File: config.mk
export PLATFORM = sky130hd
export DESIGN_NAME = uart_sample_tx
export DESIGN_NICKNAME = d
export VERILOG_FILES = /design/src/rtl/uart_sample_tx.sv
export SDC_FILE = /design/constraint.sdc
export NUM_CORES = 1
export LEC_CHECK = 0
export ABC_AREA = 0
export BUFFER_PORTS_ARGS = -buffer_cell sky130_fd_sc_hd__buf_2
export CAP_MARGIN = 15
export CORE_ASPECT_RATIO = 1.1
export CORE_UTILIZATION = 45
export DETAILED_ROUTE_END_ITERATION = 8
export GPL_TIMING_DRIVEN = 0
export PLACE_DENSITY = 0.58
export SETUP_SLACK_MARGIN = 0.2
export SLEW_MARGIN = 20
export SYNTH_ARGS = -nofsm -noshare
export SYNTH_HDL_FRONTEND = slang
export SYNTH_SLANG_ARGS = --single-unit
File: constraint.sdc
create_clock -name sys_clk -period 2.2 [get_ports sys_clk]
set_input_delay 0.11 -clock sys_clk [delete_from_list [all_inputs] [get_ports sys_clk]]
set_output_delay 0.11 -clock sys_clk [all_outputs]
set_load 0.01 [all_outputs]
File: src/rtl/uart_sample_tx.sv
// rtl/uart_sample_tx.sv - decimate an 8-bit sample stream, buffer it and send it as 8N1 UART frames
//
// Ports:
//   sys_clk     system clock, rising edge
//   sys_rst     synchronous active-low reset
//   data_in     8-bit sample from signal selection
//   data_in_en  sample-valid qualifier (level)
//   tx_en       streaming enable; 0 stops capture and clears the decimation counter
//   uart_txd    serial output, idle high
//   tx_busy     high while a frame is on the line
//   fifo_ovf    sticky overflow flag, cleared only by reset
module uart_sample_tx #(
  parameter int CLK_FREQ   = 50_000_000,
  parameter int UART_BPS   = 115200,
  parameter int DECIM      = 1024,
  parameter int FIFO_DEPTH = 4
) (
  input  logic       sys_clk,
  input  logic       sys_rst,
  input  logic [7:0] data_in,
  input  logic       data_in_en,
  input  logic       tx_en,
  output logic       uart_txd,
  output logic       tx_busy,
  output logic       fifo_ovf
);

  localparam int BAUD_CNT = CLK_FREQ / UART_BPS;
  localparam int BW = (BAUD_CNT > 1) ? $clog2(BAUD_CNT) : 1;
  localparam int DW = (DECIM > 1) ? $clog2(DECIM) : 1;
  localparam int AW = $clog2(FIFO_DEPTH);
  localparam int CW = AW + 1;

  localparam logic [BW-1:0] BAUD_LAST = BW'(BAUD_CNT - 1);
  localparam logic [DW-1:0] DEC_LAST  = DW'(DECIM - 1);
  localparam logic [CW-1:0] FIFO_FULL = CW'(FIFO_DEPTH);

  typedef enum logic [1:0] {IDLE, START, DATA, STOP} state_t;
  state_t state, state_next;

  logic [DW-1:0] dec_cnt;
  logic [7:0]    mem [FIFO_DEPTH];
  logic [AW-1:0] wr_ptr, rd_ptr;
  logic [CW-1:0] count;
  logic [BW-1:0] baud_cnt;
  logic [2:0]    bit_idx;
  logic [7:0]    shift;

  logic push, pop, push_ok, baud_done, txd_next;

  assign push      = tx_en && data_in_en && (dec_cnt == DEC_LAST);
  assign pop       = (state == IDLE) && (count != '0);
  // a push into a full FIFO still fits when the head leaves on the same edge
  assign push_ok   = push && ((count != FIFO_FULL) || pop);
  assign baud_done = (baud_cnt == BAUD_LAST);

  always_comb begin
    state_next = state;
    txd_next   = 1'b1;
    case (state)
      IDLE:  if (pop) state_next = START;
      START: begin
        txd_next = 1'b0;
        if (baud_done) state_next = DATA;
      end
      DATA: begin
        txd_next = shift[bit_idx];
        if (baud_done && (bit_idx == 3'd7)) state_next = STOP;
      end
      STOP:  if (baud_done) state_next = IDLE;
      default: state_next = IDLE;
    endcase
  end

  always_ff @(posedge sys_clk) begin
    if (!sys_rst) state <= IDLE;
    else          state <= state_next;
  end

  // sample storage carries no reset; the pointers define what is valid
  always_ff @(posedge sys_clk) begin
    if (sys_rst && push_ok) mem[wr_ptr] <= data_in;
  end

  always_ff @(posedge sys_clk) begin
    if (!sys_rst) begin
      dec_cnt  <= '0;
      wr_ptr   <= '0;
      rd_ptr   <= '0;
      count    <= '0;
      fifo_ovf <= 1'b0;
      baud_cnt <= '0;
      bit_idx  <= 3'd0;
      shift    <= 8'h00;
      uart_txd <= 1'b1;
      tx_busy  <= 1'b0;
    end else begin
      // line and busy are registered from the state, so the start bit
      // appears one edge after the pop
      uart_txd <= txd_next;
      tx_busy  <= (state != IDLE);

      if (!tx_en)          dec_cnt <= '0;
      else if (data_in_en) dec_cnt <= (dec_cnt == DEC_LAST) ? '0 : dec_cnt + 1'b1;

      if (push && !push_ok) fifo_ovf <= 1'b1;
      if (push_ok)          wr_ptr   <= wr_ptr + 1'b1;
      if (pop)              rd_ptr   <= rd_ptr + 1'b1;

      case ({push_ok, pop})
        2'b10:   count <= count + 1'b1;
        2'b01:   count <= count - 1'b1;
        default: count <= count;
      endcase

      if (pop) begin
        shift    <= mem[rd_ptr];
        baud_cnt <= '0;
        bit_idx  <= 3'd0;
      end else if (state != IDLE) begin
        if (baud_done) begin
          baud_cnt <= '0;
          if (state == DATA) bit_idx <= bit_idx + 1'b1;
        end else begin
          baud_cnt <= baud_cnt + 1'b1;
        end
      end
    end
  end

endmodule

======== Word-level counts from Yosys, hierarchy flattened ========
Memory sizes are Yosys's and may differ from the RTL's. A register that Yosys moved wholly into a read port is not among the register bits.
Index checks and enable logic that the tools add are counted.
cells by class
  order comparisons ....................... 1
  $mul .................................... 0
  multiplexer cells ....................... 13
  divide/modulo/power cells ............... 0
  equality and inequality tests ........... 13
  $add $sub $neg .......................... 7
  reduce and logical (&&, ||, !) cells .... 18
  bitwise gates (word level) .............. 1
  shifts and indexed selects .............. 0
operators by type and width
  cell                                                         count
  adder 10 x 1 -> 10 bit (second input constant)               1
  == test 10 bit (second input constant)                       1
  two-way mux 10 bit                                           1
  adder 9 x 1 -> 9 bit (second input constant)                 1
  == test 9 bit (second input constant)                        1
  two-way mux 9 bit                                            1
  two-way mux 2 bit                                            4
  inequality test 2 bit (second input constant)                4
  one-hot mux 2 bit (4 select lines)                           1
  logical AND 1 bit                                            7
  adder 3 x 1 -> 3 bit (second input constant)                 2
  == test 2 bit (second input constant)                        3
  one-hot mux 3 bit (2 select lines)                           1
  adder 2 x 1 -> 2 bit (second input constant)                 2
  == test 2 x 1 -> 1 bit (second input constant)               2
  less-than comparator 3 x 4 -> 1 bit (second input constant)  1
  AND reduction 4 bit                                          1
  nonzero test 2 bit                                           2
  binary-select mux 1 bit (select 3 bit)                       1
  == test 3 bit (second input constant)                        1
  two-way mux 1 bit                                            3
  inequality test 3 bit (second input constant)                1
  AND reduction 3 bit                                          1
  nonzero test 3 bit                                           1
  other kinds (8)                                              9
word-level totals
  logic and storage cells ................. 64
  memories ................................ 1
  output and inout port bits .............. 3
  latch bits .............................. 0
  RAM bits ................................ 32
  input bits .............................. 12
  bits in read-only memories .............. 0
  register bits after elaboration ......... 34
memory list
  memory  words  width  read ports  clocked after memory_dff  write ports  RTL line  RTL
  mem     4      8      1           1                         1            42        logic [7:0] mem [FIFO_DEPTH];

======== Depth between registers and ports, before layout ========
Gate-level depths: netlist (run 1).
  word-level depth ........................ 7
  mapped depth ............................ 10
  depth with buffers taken out ............ 9

======== Worst setup path after synthesis (run 1) ========
No wires, ideal clock.
  path type ............................... reg-to-reg
  start point ............................. register state[0]
  end point ............................... register count[2]
  data arrival time ....................... 1,854 ps
  required time ........................... 2,128 ps
  stages on the path, launching flop included .. 11
  buffers on the path ..................... 1
  slack ................................... 274 ps
  setup time .............................. 72 ps
  period minus slack after synthesis ...... 1,926 ps
  cells stage by stage .................... dfxtp_1 > inv_1 > ha_1 > buf_2 > o31ai_2 > a31oi_2 > fa_1 > inv_1 > nor2_1 > a22oi_2 > mux2i_1
between the ends
  longest elaborated chain between the ends .. 6
  elaborated cells between the ends (all ways) .. 8
  those cells by class .................... 2 x eq/ne; 1 x mux; 5 x reduce/logical
ends and longest elaborated chain
  element                                                                          RTL line  RTL
  start, declared                                                                  39        state_t state, state_next;
  start signal, assigned                                                           77        else state <= state_next;
  logical NOT 2 bit (*)                                                            52        assign pop = (state == IDLE) && (count != '0);
  logical AND 1 bit (*)                                                            52
  logical OR 1 bit                                                                 54        assign push_ok = push && ((count != FIFO_FULL) || pop);
  logical AND 1 bit                                                                54
  == test 2 x 1 -> 1 bit / == test 2 bit (equally long branches)                   110       case ({push_ok, pop})
  one-hot mux 3 bit (2 select lines) / nonzero test 2 bit (equally long branches)  -
  end signal, assigned                                                             111       2'b10: count <= count + 1'b1;
  end signal, assigned                                                             112       2'b01: count <= count - 1'b1;
  end signal, assigned                                                             113       default: count <= count;
  end, declared                                                                    44        logic [CW-1:0] count;
Every way passes the cells marked *; elsewhere a longest branch is shown, timed or not.
A chain may end at the register's enable or synchronous reset.

======== Final worst setup path (run 1) ========
  start point ............................. register state[0]
  end point ............................... register count[0]
Same word-level chain as after synthesis.

==> results summary, run 1 <==
The run finished with clean final reports. Clock latency on the worst-skew pair, taken at its later pin, is roughly 0.35 ns. The largest voltage drop on the vdd net is a little under 700 µV. The path with the worst hold slack has its endpoint at dec_cnt[0]. The clock skew after layout came out at roughly 0.011 ns. The I/O pin count is 15. The sequential element share of the synthesized area is 0.557. The worst endpoint data arrival time came out at about 2.2 ns. The sequential cell area is between 1500 and 2000 µm².

A synthesized cell averages roughly 12 µm². The relative slew slack came out at 0.651. In the final layout, the share of cells above drive strength 1 is 0.234. By count the netlist is led by sky130_fd_sc_hd__dfxtp_1 (42), sky130_fd_sc_hd__nor2_1 (35), sky130_fd_sc_hd__edfxtp_1 (32).

The initial core utilization is 0.464. The worst path required time came out at 2.48 ns. The critical path contains buffers and inverters numbering 2 combined.

The routed wirelength normalized by instance count is 13.9 µm. The cell area after technology mapping is 3240 µm². Static timing analysis puts the maximum clock frequency at around 540 MHz.

The die outline width came out at 82.9 µm. The final worst setup slack came out at 0.333 ns. The final HPWL from detailed placement is around 3600 µm. Compared with the post-synthesis result, the final layout area differs by 17.6%. For this run, the leading register cell type out of synthesis is sky130_fd_sc_hd__dfxtp_1. The die covers 7530 µm².

The count of distinct cell types in the synthesized netlist came out at 47. The antenna diode instance count is 0. At the pin with the least slew margin, the transition time is 0.523 ns. The maximum fanout count along the critical path came out at 4.

The placer congestion estimate came out at about 0.74. TritonCTS built the clock tree. Ranked by total cell area, the synthesized netlist is headed by sky130_fd_sc_hd__edfxtp_1 (30%), sky130_fd_sc_hd__dfxtp_1 (26%), sky130_fd_sc_hd__mux4_2 (7.0%). The final count of negative-setup-slack endpoints is 0. The worst reg-to-reg path cell count is 7. The library cell contributing the largest single delay on the critical path is sky130_fd_sc_hd__nor4b_4. The max capacitance violation total came out at 0.

The number of optimization iterations in the first detailed-route pass is 4. The mean number of vias per cell came out at 5.10. The max-slew violation count is 0.

The critical register-to-register path startpoint is state[0]. Counting along the longest clock path gives a buffer depth of 2. The clock transition at the registers of the reported paths is roughly 0.080 ns. The tree is rooted in a sky130_fd_sc_hd__clkbuf_8.

The element type at the critical path end is a flip-flop. The remaining design rule violation count is 0. Grouping stages by cell kind, the critical path spends the most delay in simple AND/OR/NAND/NOR gates.

The chip height is approximately 91 µm. After the last flow step, the layout net total stands at 329. The layout filler cell count is approximately 600. The async set-or-reset flop fraction in the synthesized netlist came out at 0. The count of synthesis-stage warnings from yosys is 0. The minimum period implied by the final worst setup slack is 1.87 ns.

The worst register-to-register path ends at count[0]. The initial antenna violation count is 0. The detailed-route wire length came out at between 5000 and 6000 µm. The number of flops mapped to enable cells by yosys is 32. The synthesized netlist net count came out at between 200 and 300.

The total overflow left after global routing is 0. The residual antenna-violating net count after detailed routing came out at 0. Of the post-synthesis cell area, the dominant cell type holds 0.297. The post-synthesis sequential element count came out at 74. The number of input and output port buffers inserted is 14.

The number of buffers inserted during clock tree synthesis came out at 9. The number of placement rows is 32. The worst setup path is launched from a flip-flop. The total number of vias came out at 2,003. In this design, the stage delay of the slowest critical-path cell is about 0.41 ns. Setup repair after global routing left no endpoint under its margin. At the placement stage, the worst setup path has a slack of -0.00497 ns.

The hold violation total from the final report is 0. In this run the most critical hold path is launched from data_in_en. The clock net in this run drives a total of between 70 and 80 sinks.

The setup slack on the worst flop-to-flop path came out at between 0.3 and 0.4 ns. Of all cell types, the one taking the most synthesized area is sky130_fd_sc_hd__edfxtp_1. The total number of H-tree levels came out at 3.

The period utilization came out at 0.849. The area of the placeable core came out at 6970 µm². The setup TNS is 0 ns.

The number of design-rule violations left by the first detailed-router iteration is 100. The pin count of the biggest net entering global routing came out at 15. Among all cell types in the netlist, the one instantiated most often is sky130_fd_sc_hd__dfxtp_1.

The count of cells along the worst hold path is 3. The number of global-route vias before repair came out at between 2,000 and 2,500. The class of the most critical setup path is reg -> reg. The ratio of total power to cell area is around 1100 nW/µm². The number of instances in the synthesized netlist came out at between 200 and 300. Walking the worst path, the cells encountered are inv_1 -> ha_2 -> nor4b_4 -> and4b_1 -> buf_6 -> a21oi_2 -> mux2i_1. The analysis attributes to cell leakage a power of about 1.4 nW. Across every metal layer, demand over resource in global routing totals 0.161. The area used by multi-input combinational logic is roughly 1400 µm².

For this run, the share of the core covered by cells in the final layout is 0.546. The wire length of the first global-routing pass is about 9300 µm. The class of the tightest hold or removal check is in -> reg.
## sequential cells by signal, indices dropped and copies added (netlist names)
register and flops:
rd_ptr 2, tx_busy 1, uart_txd 1, count 3, mem 32, fifo_ovf 1, state 2, bit_idx 3
shift 8, baud_cnt 9, dec_cnt 10, wr_ptr 2
## per-layer routing
| metal | up-vias | global-route usage | routed length, µm |
|---|---|---|---|
| met5 | - | 0 | 0 |
| met3 | 10 | 0.0327 | 136 |
| met1 | 956 | 0.197 | 2640 |
| met4 | 0 | 0.0948 | 141 |
| li1 | 1014 | - | - |
| met2 | 23 | 0.263 | 2550 |
## power by group
group          internal (mW)  switching [mW]
Sequential              1.58           0.123
Combinational          0.573           0.629
Clock                  0.763           0.538
## area by class of cell
class | count | share of cell area
Tap cell | 85 | 0.0279
Clock buffer | 9 | 0.0325
Multi-Input combinational cell | 174 | 0.361
Clock inverter | 7 | 0.0329
Inverter | 8 | 0.00789
Sequential cell | 74 | 0.475
Buffer | 12 | 0.0194
Timing Repair Buffer | 24 | 0.0434
## cells in the final DEF, fill, tap and decap left out, drive strengths merged, types with 3 or more instances in the layout
| master | netlist | routed |
|---|---|---|
| a21oi | 12 | 12 |
| and2 | 5 | 5 |
| and4 | 5 | 5 |
| buf | 9 | 25 |
| bufinv | 0 | 3 |
| clkbuf | 3 | 12 |
| clkinv | 0 | 3 |
| dfxtp | 42 | 42 |
| dlygate4sd3 | 0 | 8 |
| edfxtp | 32 | 32 |
| ha | 13 | 13 |
| inv | 8 | 9 |
| mux2i | 6 | 6 |
| mux4 | 10 | 10 |
| nand2 | 30 | 30 |
| nand2b | 3 | 3 |
| nand3 | 3 | 3 |
| nand4b | 3 | 3 |
| nor2 | 35 | 35 |
| nor3 | 3 | 3 |
| o21ai | 3 | 3 |
| xnor2 | 11 | 11 |
| xor2 | 10 | 10 |
## metrics by stage
stage	power [mW]	instance area (µm²)	instances	hold WS, ns
2_1_floorplan	2.60	3240	268	0.209
3_3_place_gp	2.83	3410	367	0.323
3_5_place_dp	2.84	3410	367	0.331
4_1_cts	4.20	3760	392	0.0444
5_1_grt	4.46	3810	393	0.0934
6_report	4.20	3810	393	0.0781
## how the worst max path moves through the flow
stage	from	to	depth (start not counted)	slack [ns]
detailed placement	dec_cnt[0]	mem[0][0]	6	-0.005
global placement	dec_cnt[0]	mem[0][4]	6	0.03
CTS	dec_cnt[0]	mem[0][7]	6	0.14
global route	state[0]	count[2]	10	0.21
finish	state[0]	count[0]	7	0.33
floorplan	state[0]	count[2]	10	0.27
## logic make-up (layout without fill, tap and decap cells)
kind of cell | Yosys count | count (layout) | share of synthesized area
compound gates | 25 | 25 | 0.0553
xor+xnor | 21 | 21 | 0.0568
fa+ha+maj | 14 | 14 | 0.0565
buf+inv | 20 | 60 | 0.0290
flops | 74 | 74 | 0.557
mux | 17 | 17 | 0.0916
simple gates | 97 | 97 | 0.154
## what timing repair did
item                                   in CTS  in global routing
pin swaps                                   0                  2
endpoints found under the hold margin      32                  0
setup buffers                               1                  1
gates resized for setup                     8                 13
hold buffers                                8                  0
setup endpoints to repair                  34                 34
## worst min-delay path: cells and delay by family
kind	cells	cell delay [ns]
XOR/XNOR	1	0.08
buffers and inverters	1	0.13
AND/OR/NAND/NOR	1	0.07
Note: power is estimated with default switching activity, not from simulation.
==> run 2, diff against run 1 <==
--- a/config.mk
+++ b/config.mk
@@ -5,14 +5,14 @@
 export SDC_FILE = /design/constraint.sdc
 export NUM_CORES = 1
 export LEC_CHECK = 0
-export ABC_AREA = 0
+export ABC_AREA = 1
 export BUFFER_PORTS_ARGS = -buffer_cell sky130_fd_sc_hd__buf_2
 export CAP_MARGIN = 15
 export CORE_ASPECT_RATIO = 1.1
 export CORE_UTILIZATION = 45
 export DETAILED_ROUTE_END_ITERATION = 8
 export GPL_TIMING_DRIVEN = 0
-export PLACE_DENSITY = 0.58
+export PLACE_DENSITY = 0.61
 export SETUP_SLACK_MARGIN = 0.2
 export SLEW_MARGIN = 20
 export SYNTH_ARGS = -nofsm -noshare
==> constraint.sdc (replaced) <==
create_clock -name sys_clk -period 1.68 [get_ports sys_clk]
set_input_delay 0.084 -clock sys_clk [delete_from_list [all_inputs] [get_ports sys_clk]]
set_output_delay 0.084 -clock sys_clk [all_outputs]
set_load 0.01 [all_outputs]
==> results summary, run 2 <==
The run finished, with violations left. The final reports fail on DRC, setup timing. The area of the placeable core is 7090 µm² (+1.7%). The critical path in this run is classified as reg -> reg. The number of design-rule violations left by the first detailed-router iteration came to 115 (+15%).

The clock transition at the registers of the reported paths came to 0.08 ns (about the same). The ratio of total power to cell area came out at 1350 nW/µm² (+22%). The remaining design rule violation count is 2 (+2). The number of optimization iterations in the first detailed-route pass came out at 9 (+5). The cell area after technology mapping came to 3330 µm² (+2.9%).

Among all flip-flop cells after synthesis, the most frequent one is sky130_fd_sc_hd__dfxtp_1. The signed area change from the synthesized netlist to the final layout is 32.1%. The I/O pin count came out at 15 (unchanged).

The residual antenna-violating net count after detailed routing was 0 (unchanged). The category of the worst setup path launch point is a flip-flop. The total congestion overflow after global routing came to 0 (unchanged). The total number of H-tree levels was 3 (unchanged). The number of flops mapped to enable cells by yosys came out at 32 (unchanged). The number of placement rows is 32 (unchanged). Yosys instantiated no cell more often than sky130_fd_sc_hd__nor2_1.

The post-synthesis compound-gate area fraction is 0.110 (+0.0552). Counting instances in the post-synthesis netlist gives the leading cell types as sky130_fd_sc_hd__nor2_1 (68), sky130_fd_sc_hd__dfxtp_1 (42), sky130_fd_sc_hd__o21ai_0 (35). The relative slew slack came to 0.811 (+0.160). The number of nets in the final layout came out at 447 (+36%). After synthesis, the cell types taking the most area are sky130_fd_sc_hd__edfxtp_1 (29%), sky130_fd_sc_hd__dfxtp_1 (25%), sky130_fd_sc_hd__nor2_1 (7.7%). The wire length of the first global-routing pass came to 11,200 µm (+20%). The final count of negative-setup-slack endpoints is 2 (+2). The async set-or-reset flop fraction in the synthesized netlist came to 0 (unchanged). The period utilization is 1.01 (+0.162). The routed wirelength normalized by instance count was 13.6 µm (-2.4%). The max-slew violation count was 0 (unchanged). The end-of-flow core utilization is 0.621 (+0.0742). The power after layout is 5.92 mW (+41%). The pin count of the biggest net entering global routing came out at 15 (unchanged). The number of instances in the synthesized netlist was 357 (+33%). The static leakage came out at 1.65 nW (+20%). The max capacitance violation total is 0 (unchanged). The number of global-route vias before repair is 2,421 (+19%). The slew at the pin with the worst max-slew slack was 0.283 ns (-0.240 ns). Leaving out fill and tap cells, the most frequent cells in the layout are sky130_fd_sc_hd__nor2_1 (58), sky130_fd_sc_hd__dfxtp_1 (36), sky130_fd_sc_hd__edfxtp_1 (32), sky130_fd_sc_hd__o21ai_0 (31), sky130_fd_sc_hd__inv_1 (27). The layout filler cell count came out at 568 (-6.3%). The placer congestion estimate came out at 0.771 (+3.8%). The commonest non-fill, non-tap cell in the layout is sky130_fd_sc_hd__nor2_1.

The worst path required time is 1.97 ns (-0.51 ns). The hold violation total from the final report was 0 (unchanged). The area share of the largest cell type after synthesis came out at 0.289 (-0.00837). The final HPWL from detailed placement is 4250 µm (+17%). The largest registers in the layout are mem: 32 flops, dec_cnt: 10 flops, baud_cnt: 9 flops. The buffer levels on the longest clock path came out at 2 (unchanged). The mean number of vias per cell came to 5.08 (-0.28%). The detailed-route wire length is 6940 µm (+27%). The min-delay analysis places its worst path in the category in -> reg. The worst-skew pair later-pin latency came out at 0.35 ns (about the same). The largest voltage drop on the vdd net came to 820 µV (+22%). The number of buffers inserted during clock tree synthesis is 9 (unchanged).

The maximum clock frequency came out at 589 MHz (+10%). The ratio of cells with drive above 1 in the final layout came to 0.345 (+0.111). The final worst setup slack is -0.0173 ns (-0.350 ns). The initial core utilization came to 0.470 (+0.00537).

The worst endpoint data arrival time is 1.99 ns (-0.16 ns). The number of input and output port buffers inserted came out at 13 (-1). The count of distinct cell types in the synthesized netlist is 39 (-17%). The minimum period implied by the final worst setup slack is 1.70 ns (-0.170 ns). The most flop-heavy register is mem. The initial antenna violation count is 0 (unchanged). The simple-gate portion of the synthesized area is 0.225 (+0.0716). The fraction of synthesized cell area in xor and xnor cells came out at 0.00789 (-0.0490).

TritonCTS built the clock tree. The number of sinks driven by the clock tree came out at 74 (unchanged). The adder-cell area share of the yosys netlist came to 0.0549 (-0.00159). The synthesized netlist net count came to 383 (+30%). The area used by multi-input combinational logic is 1620 µm² (+18%). The overall die area was 7750 µm² (+2.8%).

The global router's overall resource usage is 0.191 (+0.0297). Of all cell types, the one taking the most synthesized area is sky130_fd_sc_hd__edfxtp_1. The antenna diode instance count is 0 (unchanged). The clock skew after layout is 0.00933 ns (-0.00200 ns).

The multiplexer share of the synthesized area came out at 0.00301 (-0.0886). The sequential cell area is 1810 µm² (+0.28%). The sequential element share of the synthesized area was 0.541 (-0.0157). The post-synthesis sequential element count is 74 (unchanged).

The combinational family with the most area after synthesis is simple AND/OR/NAND/NOR gates. The die outline width came out at 84.0 µm (+1.4%). The mean cell area of the mapped netlist is 9.33 µm² (-23%). The flip-flop count of the largest register after layout came to 32 (unchanged). The total number of vias is 2,597 (+30%). The count of synthesis-stage warnings from yosys is 0 (unchanged). STA classifies the critical path endpoint as a flip-flop. The chip height came out at 92.2 µm (+1.4%).

The maximum fanout count along the critical path is 3 (-1). The tree is rooted in a sky130_fd_sc_hd__clkbuf_8. Setup repair after global routing could not meet its margin everywhere.
-- run 2: cell count changes after synthesis, moves of 7 or more --
cell                      delta
sky130_fd_sc_hd__a31oi_1    +11
sky130_fd_sc_hd__inv_1      +24
sky130_fd_sc_hd__mux4_2     -10
sky130_fd_sc_hd__nand2_2     +9
sky130_fd_sc_hd__nor2_1     +33
sky130_fd_sc_hd__o21ai_0    +34
sky130_fd_sc_hd__xnor2_1    -11
sky130_fd_sc_hd__xor2_1      -7
-- run 2: metal layers --
| layer | GRT usage | part of all wire | up-vias |
|---|---|---|---|
| met5 | 0 | 0 | - |
| met2 | 0.300 | 0.48 | 40 |
| met3 | 0.0378 | 0.039 | 12 |
| li1 | - | - | 1328 |
| met4 | 0.101 | 0.020 | 0 |
| met1 | 0.248 | 0.46 | 1217 |
-- run 2: report_power, final --
part	internal, mW	leakage, nW	total [mW]	switching, mW
Sequential	2.10	0.632	2.25	0.145
Combinational	0.960	0.920	2.28	1.32
Clock	0.696	0.0979	1.40	0.701
-- run 2: critical path, stage by stage, from the launching register on --
cell and delay (ns):
sky130_fd_sc_hd__dfxtp_2 0.36, sky130_fd_sc_hd__ha_4 0.15, sky130_fd_sc_hd__nand3_4 0.08, sky130_fd_sc_hd__nor2_4 0.14, sky130_fd_sc_hd__nand3_4 0.10, sky130_fd_sc_hd__nand2_4 0.10, sky130_fd_sc_hd__inv_4 0.04, sky130_fd_sc_hd__fa_2 0.52
sky130_fd_sc_hd__nand2_2 0.05, sky130_fd_sc_hd__a21oi_2 0.11
-- run 2: area by class of cell --
type | instances | share of cell area
Clock inverter | 7 | 0.0174
Clock buffer | 9 | 0.0282
Tap cell | 85 | 0.0242
Buffer | 9 | 0.0137
Inverter | 35 | 0.0347
Multi-Input combinational cell | 239 | 0.367
Sequential cell | 74 | 0.413
Timing Repair Buffer | 53 | 0.102
-- run 2: timing repair --
action,4_1_cts,5_1_grt
endpoints found under the hold margin,32,0
pin swaps,20,25
endpoints found under the setup margin,39,53
resized for setup,20,47
setup buffers,25,7
hold buffers,8,0
-- run 2: cell families after synthesis --
| group | after synthesis |
|---|---|
| simple gates | 155 |
| flops | 74 |
| compound gates | 66 |
| buf+inv | 44 |
| fa+ha+maj | 14 |
| xor+xnor | 3 |
| mux | 1 |
-- run 2: worst paths after layout --
path                            slack (ns)          end  depth (start not counted)         from
worst max-delay path                 -0.02     count[1]                          9   dec_cnt[0]
worst min-delay path                  0.06   dec_cnt[0]                          3   data_in_en
worst max register to register       -0.02     count[1]                          9   dec_cnt[0]
worst min register to register        0.47  baud_cnt[8]                          2  baud_cnt[8]
-- run 2: per-stage QoR --
step | TNS, ns | setup WS, ns | std cells | cell area [µm²] | hold slack [ns]
global route | -1.11 | -0.0958 | 511 | 4400 | 0.0820
finish | -0.0340 | -0.0173 | 511 | 4400 | 0.0593
floorplan | 0 | 0.00515 | 357 | 3420 | 0.183
CTS | -0.00143 | -0.00143 | 504 | 4170 | 0.0421
detailed placement | -5.43 | -0.173 | 455 | 3590 | 0.304
global placement | -5.92 | -0.204 | 455 | 3590 | 0.298
